==> src/rtl/alu_arbiter.sv <==
// Round-robin arbiter and sequencer sharing one combinational ALU
// between two requesters, with a registered response channel.
module alu_arbiter #(
  parameter int DW  = 32,
  parameter int OPW = 4
) (
  input  logic           CLK,
  input  logic           RST,
  input  logic           REQ_A_VALID,
  output logic           REQ_A_READY,
  input  logic [DW-1:0]  REQ_A_OP1,
  input  logic [DW-1:0]  REQ_A_OP2,
  input  logic [OPW-1:0] REQ_A_OP,
  input  logic           REQ_B_VALID,
  output logic           REQ_B_READY,
  input  logic [DW-1:0]  REQ_B_OP1,
  input  logic [DW-1:0]  REQ_B_OP2,
  input  logic [OPW-1:0] REQ_B_OP,
  output logic [DW-1:0]  ALU_OP1,
  output logic [DW-1:0]  ALU_OP2,
  output logic [OPW-1:0] ALU_OP,
  input  logic [DW-1:0]  ALU_OPS,
  input  logic           ALU_ZF,
  output logic           RSP_VALID,
  input  logic           RSP_READY,
  output logic           RSP_ID,
  output logic [DW-1:0]  RSP_OPS,
  output logic           RSP_ZF,
  output logic           RSP_ERR
);

  localparam logic [1:0] S_IDLE = 2'd0;
  localparam logic [1:0] S_EXEC = 2'd1;
  localparam logic [1:0] S_RESP = 2'd2;

  localparam logic [OPW-1:0] OP_ZERO = OPW'(6);
  localparam logic [OPW-1:0] OP_DIV  = OPW'(5);
  localparam logic [OPW-1:0] OP_XOR  = OPW'(15);
  localparam logic [OPW-1:0] OP_LAST = OPW'(7);

  logic [1:0]     state_q, state_d;
  logic [DW-1:0]  op1_q, op1_d;
  logic [DW-1:0]  op2_q, op2_d;
  logic [OPW-1:0] op_q, op_d;
  logic           id_q, id_d;
  logic           last_q, last_d;
  logic [DW-1:0]  rsp_ops_q, rsp_ops_d;
  logic           rsp_zf_q, rsp_zf_d;
  logic           rsp_err_q, rsp_err_d;
  logic           rsp_id_q, rsp_id_d;

  logic idle;
  logic gnt_b;
  logic accept;
  logic bad_code;
  logic div_zero;
  logic err;

  // Grant selection; ready is held low while reset is asserted
  always_comb begin
    idle   = !RST && (state_q == S_IDLE);
    gnt_b  = REQ_B_VALID && (!REQ_A_VALID || !last_q);
    accept = idle && (REQ_A_VALID || REQ_B_VALID);
    REQ_A_READY = idle && REQ_A_VALID && !gnt_b;
    REQ_B_READY = idle && gnt_b;
  end

  // Rejected codes: 8..14 are unsupported, divide needs a nonzero divisor
  always_comb begin
    bad_code = (op_q > OP_LAST) && (op_q != OP_XOR);
    div_zero = (op_q == OP_DIV) && (op2_q == '0);
    err      = bad_code || div_zero;
  end

  // Next-state and capture logic
  always_comb begin
    state_d   = state_q;
    op1_d     = op1_q;
    op2_d     = op2_q;
    op_d      = op_q;
    id_d      = id_q;
    last_d    = last_q;
    rsp_ops_d = rsp_ops_q;
    rsp_zf_d  = rsp_zf_q;
    rsp_err_d = rsp_err_q;
    rsp_id_d  = rsp_id_q;
    case (state_q)
      S_IDLE: begin
        if (accept) begin
          state_d = S_EXEC;
          op1_d   = gnt_b ? REQ_B_OP1 : REQ_A_OP1;
          op2_d   = gnt_b ? REQ_B_OP2 : REQ_A_OP2;
          op_d    = gnt_b ? REQ_B_OP : REQ_A_OP;
          id_d    = gnt_b;
          last_d  = gnt_b;
        end
      end
      S_EXEC: begin
        state_d   = S_RESP;
        rsp_ops_d = err ? '0 : ALU_OPS;
        rsp_zf_d  = err ? 1'b0 : ALU_ZF;
        rsp_err_d = err;
        rsp_id_d  = id_q;
      end
      S_RESP: begin
        if (RSP_READY) state_d = S_IDLE;
      end
      default: state_d = S_IDLE;
    endcase
  end

  // State registers, cleared immediately by reset
  always_ff @(posedge CLK or posedge RST) begin
    if (RST) begin
      state_q   <= S_IDLE;
      op1_q     <= '0;
      op2_q     <= '0;
      op_q      <= '0;
      id_q      <= 1'b0;
      last_q    <= 1'b1;
      rsp_ops_q <= '0;
      rsp_zf_q  <= 1'b0;
      rsp_err_q <= 1'b0;
      rsp_id_q  <= 1'b0;
    end else begin
      state_q   <= state_d;
      op1_q     <= op1_d;
      op2_q     <= op2_d;
      op_q      <= op_d;
      id_q      <= id_d;
      last_q    <= last_d;
      rsp_ops_q <= rsp_ops_d;
      rsp_zf_q  <= rsp_zf_d;
      rsp_err_q <= rsp_err_d;
      rsp_id_q  <= rsp_id_d;
    end
  end

  // ALU sees the real code only while executing
  always_comb begin
    ALU_OP1   = op1_q;
    ALU_OP2   = op2_q;
    ALU_OP    = (state_q == S_EXEC) ? op_q : OP_ZERO;
    RSP_VALID = (state_q == S_RESP);
    RSP_ID    = rsp_id_q;
    RSP_OPS   = rsp_ops_q;
    RSP_ZF    = rsp_zf_q;
    RSP_ERR   = rsp_err_q;
  end

endmodule
==> config.mk <==
export PLATFORM = sky130hd
export DESIGN_NAME = alu_arbiter
export DESIGN_NICKNAME = d
export VERILOG_FILES = /design/src/rtl/alu_arbiter.sv
export SDC_FILE = /design/constraint.sdc
export NUM_CORES = 1
export LEC_CHECK = 0
export ABC_AREA = 1
export BUFFER_PORTS_ARGS = -buffer_cell sky130_fd_sc_hd__buf_4
export CORE_UTILIZATION = 45
export DETAILED_ROUTE_END_ITERATION = 12
export GPL_ROUTABILITY_DRIVEN = 0
export PLACE_DENSITY_LB_ADDON = 0.2
export SLEW_MARGIN = 15
export SYNTH_ARGS = -nofsm -noshare
export SYNTH_HDL_FRONTEND = slang
export SYNTH_SLANG_ARGS = --single-unit
==> constraint.sdc <==
create_clock -name CLK -period 3 [get_ports CLK]
set_input_delay 0.6 -clock CLK [delete_from_list [all_inputs] [get_ports CLK]]
set_output_delay 0.6 -clock CLK [all_outputs]
set_load 0.01 [all_outputs]
======== Word-level counts from Yosys, hierarchy flattened ========
Index checks and enable logic that the tools add are counted.
operators by class
  add/subtract/negate cells ............... 0
  multipliers ............................. 0
  div/mod/pow operators ................... 0
  order comparisons ....................... 1
  equal/unequal tests ..................... 6
  shift operators ......................... 0
  multiplexer cells ....................... 9
  bitwise gates (word level) .............. 0
  reductions and logical operators ........ 19
operators with widths
  operator                                               number
  2-to-1 mux 32 bit                                      3
  zero test 32 bit                                       1
  logical AND 1 bit                                      8
  2-to-1 mux 4 bit                                       2
  one-hot mux 2 bit (3 select lines)                     1
  == test 4 x 3 -> 1 bit, second input constant          1
  > comparator 4 x 3 -> 1 bit, second input constant     1
  zero test 1 bit                                        4
  2-to-1 mux 2 bit                                       2
  inequality test 4 bit, second input constant           1
  AND reduction 2 bit                                    2
  logical OR 1 bit                                       3
  == test 2 x 1 -> 1 bit, second input constant          1
  == test 2 bit, second input constant                   1
  zero test 2 bit                                        1
  inequality test 2 x 1 -> 1 bit, second input constant  1
  inequality test 2 bit, second input constant           1
  2-to-1 mux 1 bit                                       1
word-level totals
  bits in registers ....................... 107
  bits in latches ......................... 0
  memory bits (writable) .................. 0
  bits in read-only memories .............. 0
  bits of input ports ..................... 174
  word-level logic and storage cells ...... 45
  memories kept ........................... 0

======== Logic depth before layout (Yosys ltp) ========
  depth after elaboration ................. 5
  gate-level depth with buffers ........... 9

======== Worst setup path after synthesis ========
OpenSTA, ideal clock, no wires.
  path kind ............................... input port to output port
  start ................................... input RST
  end ..................................... output REQ_A_READY
  arrival time ............................ 2,389 ps
  slack ................................... 11 ps
  cell stages on the path ................. 3
  path buffers ............................ 0
  path through ............................ inv_2 > nand3_2 > nor3_1
on the way
  cells in the longest elaborated chain, start to end .. 4
ends and longest elaborated chain
  what                              RTL line  RTL
  start: declaration                8         input logic RST,
  zero test 1 bit (no source line)  --
  logical AND 1 bit                 61        idle = !RST && (state_q == S_IDLE);
  logical AND 1 bit (2 in a row)    64        REQ_A_READY = idle && REQ_A_VALID && !gnt_b;
  end: declaration                  10        output logic REQ_A_READY,
Every way passes these cells.

======== Worst setup path after layout ========
  start ................................... register last_q
  end ..................................... output REQ_A_READY
on the way
  cells in the longest elaborated chain, start to end .. 5
ends and longest elaborated chain
  what                      RTL line  RTL
  start: declaration        46        logic last_q, last_d;
  start signal: assignment  131       last_q <= last_d;
  zero test 1 bit           62        gnt_b = REQ_B_VALID && (!REQ_A_VALID || !last_q);
  logical OR 1 bit          62
  logical AND 1 bit         62
  zero test 1 bit           64
  logical AND 1 bit         64
Every way passes these cells.

==> flow_summary.yaml <==
timing:
  finalCriticalPeriod_ps: 2350
  maxSlewViolCount: 0
  finalCritPeriodShare: 0.782
  skew_ps: 7.12
  setup_viol: 0
  fmax_ghz: 0.426
  setup_slack_ps: 655
  rsz0062_at_grt: "no"
  worstMarginPinSlew_ps: 919
  relSlewSlack: 0.388
  hold_violations: 0
  fin_tns_setup_ps: 0
critical_path:
  crit_buf_inv: 3
  r2r_end: "ALU_OP2[24]"
  cp-startpoint: "last_q"
  crit_arrival_ps: 1750
  worstPathRequired_ps: 2400
  crit_path_end_kind: "output pin"
  cp.depth: 6
  crit_path_max_fanout: 31
  cp_common_cell: "buf_4"
  slowest_delay_ps: 550
  startpoint_type: "flip-flop"
  path_cells: "nand2_1 -> nand2_2 -> buf_4 -> inv_2 -> nor3_1 -> buf_4"
  crit_family: "flip-flops"
  r2r_slack_ps: 1090
  cp-endpoint: "REQ_A_READY"
  r2r-start: "last_q"
  rr_worst_depth: 8
  crit_slowest_cell: "dfstp_2"
  critical_path_class: "reg -> out"
routing:
  totalWireLength_um: 14900
  routedWlPerCell_um: 13.8
  first_pass_iters: 8
  drt-initial-drc-count: 334
  drc: 0
  routed-via-count: 5240
  ant_nets: 0
  vias_per_cell: 4.86
clock_tree:
  cts_root_buffer: "clkbuf_16"
  cts.path.max_buffers: 2
  holdBufCountCts: 0
  post_cts_buffers: 0
  cts-resized-gates: 0
  clk_transition_reported_paths_ps: 70
  cts-htree-levels: 3
  clock_latency_ps: 350
  cts_made_buffers: 9
  tritoncts: "done"
  cts.sinks: 107
yosys:
  ys_ff_latch: 107
  syn_inst: 674
  synth_nets: 848
  syn_area_per_cell_sq_um: 7.79
  yosys_warnings: 0
  netlist_area_sq_um: 5250
  ys_seq_area_frac: 0.510
  synth_cell_types: 18
finish:
  fin_cells: 1079
  nNetsFinal: 1106
  area_growth_pct: 46.7
  layout-drive-gt1-share: 0.334
  antenna_cells: 0
  nFillCells: 1015
die:
  coreArea_sq_um: 11400
  ios: 280
  rows: 39
  die_w_um: 110
  start_util: 0.460
  dieArea_sq_um: 12100
  fp.dieH_um: 110
job:
  cap_violations: 0
placed_design:
  dp.cells: 1064
  dp_hpwl_um: 10800
  dp_slack_ps: 808
  portBuffers: 279
hold_path:
  min_path_type: "in -> async"
power_and_ir_drop:
  irDropWorstVdd_mv: 0.601
  total_leakage_power_uw: 0.00404
  fin_total_pwr_uw: 6460
  powerDensity_nw_per_um2: 839
grt:
  grt_pass1_vias: 4778
  antenna_found_initial: 0
  overflow: 0
  grt_max_degree: 72
  grt_usage: 0.247
  grt_pass1_wl_um: 22800
run_status:
  status: "completed"
## logic make-up (layout without fill, tap and decap cells)
logic type / count (synthesis) / in the layout / synth area share
buf+inv: 95 / 357 / 0.0793
flops: 107 / 107 / 0.510
simple gates: 398 / 398 / 0.310
compound gates: 74 / 74 / 0.101
## how the worst min path moves through the flow
stage                     slack, ps  cells after the start         from          end
after floorplan                 440                      2       last_q       last_q
after global routing            430                      3          RST   state_q[1]
after detailed placement        470                      2   RSP_OPS[8]   RSP_OPS[8]
final                           380                      3          RST   state_q[0]
after global placement          460                      2  RSP_OPS[31]  RSP_OPS[31]
after CTS                       400                      3          RST   state_q[0]
## cell usage in the layout (no fill, tap or decap)
| cell type | synthesis | layout |
|---|---|---|
| clkbuf_8 | 0 | 3 |
| o21ai_0 | 10 | 10 |
| buf_4 | 9 | 287 |
| nor2_1 | 60 | 60 |
| nand2_2 | 1 | 1 |
| nor3_1 | 2 | 2 |
| o21a_1 | 61 | 61 |
| clkinv_2 | 0 | 2 |
| inv_4 | 0 | 1 |
| inv_2 | 5 | 4 |
| dfrtp_1 | 106 | 106 |
| clkbuf_1 | 12 | 1 |
| buf_12 | 0 | 2 |
| a21oi_4 | 0 | 1 |
| o21ai_2 | 0 | 1 |
| nand3_2 | 1 | 1 |
| nand2_1 | 237 | 237 |
| inv_1 | 48 | 48 |
| o21bai_1 | 1 | 1 |
| clkbuf_16 | 0 | 9 |
| dfstp_2 | 1 | 1 |
| nand3_1 | 97 | 97 |
## stage by stage
stage	utilization	hold WS, ps	instance area [sq um]
2_1_floorplan	-	442	5250
3_3_place_gp	0.650	464	7420
3_5_place_dp	0.650	467	7420
4_1_cts	0.674	399	7700
5_1_grt	0.674	428	7700
6_report	0.674	383	7700
## state kept, by name, indices dropped and copies added, names as in the netlist
name,cells
last_q,1
op_q,4
RSP_ERR,1
RSP_ZF,1
ALU_OP2,32
ALU_OP1,32
id_q,1
state_q,2
RSP_ID,1
RSP_OPS,32
## worst reg2reg max path: cells and delay by family (launching register included)
kind	cells	cell delay (ps)
buffers and inverters	3	680
flip-flops	1	550
AO/OA/AOI/OAI	1	140
AND/OR/NAND/NOR	4	410
## cell usage after synthesis
cell type | instances | area, sq um
buf_4 | 9 | 67.6
clkbuf_1 | 12 | 45.0
nor2_1 | 60 | 225
a21oi_2 | 1 | 8.76
nand3_2 | 1 | 10.0
buf_2 | 21 | 105
nand2_1 | 237 | 890
dfstp_2 | 1 | 26.3
nor3_1 | 2 | 10.0
inv_1 | 48 | 180
o21ai_1 | 1 | 5.00
nand2_2 | 1 | 6.26
o21bai_1 | 1 | 7.51
inv_2 | 5 | 18.8
o21a_1 | 61 | 458
nand3_1 | 97 | 485
dfrtp_1 | 106 | 2650
o21ai_0 | 10 | 50.1
## cell type report
class | count | area, sq um | area share
Inverter | 53 | 201 | 0.0262
Clock buffer | 13 | 270 | 0.0351
Sequential cell | 107 | 2680 | 0.348
Clock inverter | 2 | 10.0 | 0.00130
Multi-Input combinational cell | 472 | 2170 | 0.281
Tap cell | 143 | 179 | 0.0232
Timing Repair Buffer | 289 | 2190 | 0.285
## power breakdown
part / total (uW) / switching (uW) / internal, uW
Combinational: 2810 / 1380 / 1430
Sequential: 2530 / 418 / 2110
Clock: 1120 / 498 / 624
Total: 6460 / 2300 / 4170
## layer usage
layer | share of wire | routed length, um | track usage
met2 | 0.49 | 7350 | 0.411
met4 | 0.029 | 428 | 0.100
met3 | 0.070 | 1040 | 0.0752
met1 | 0.41 | 6040 | 0.299
met5 | 0 | 0 | 0
No activity file was read; power rests on OpenSTA's default activity.
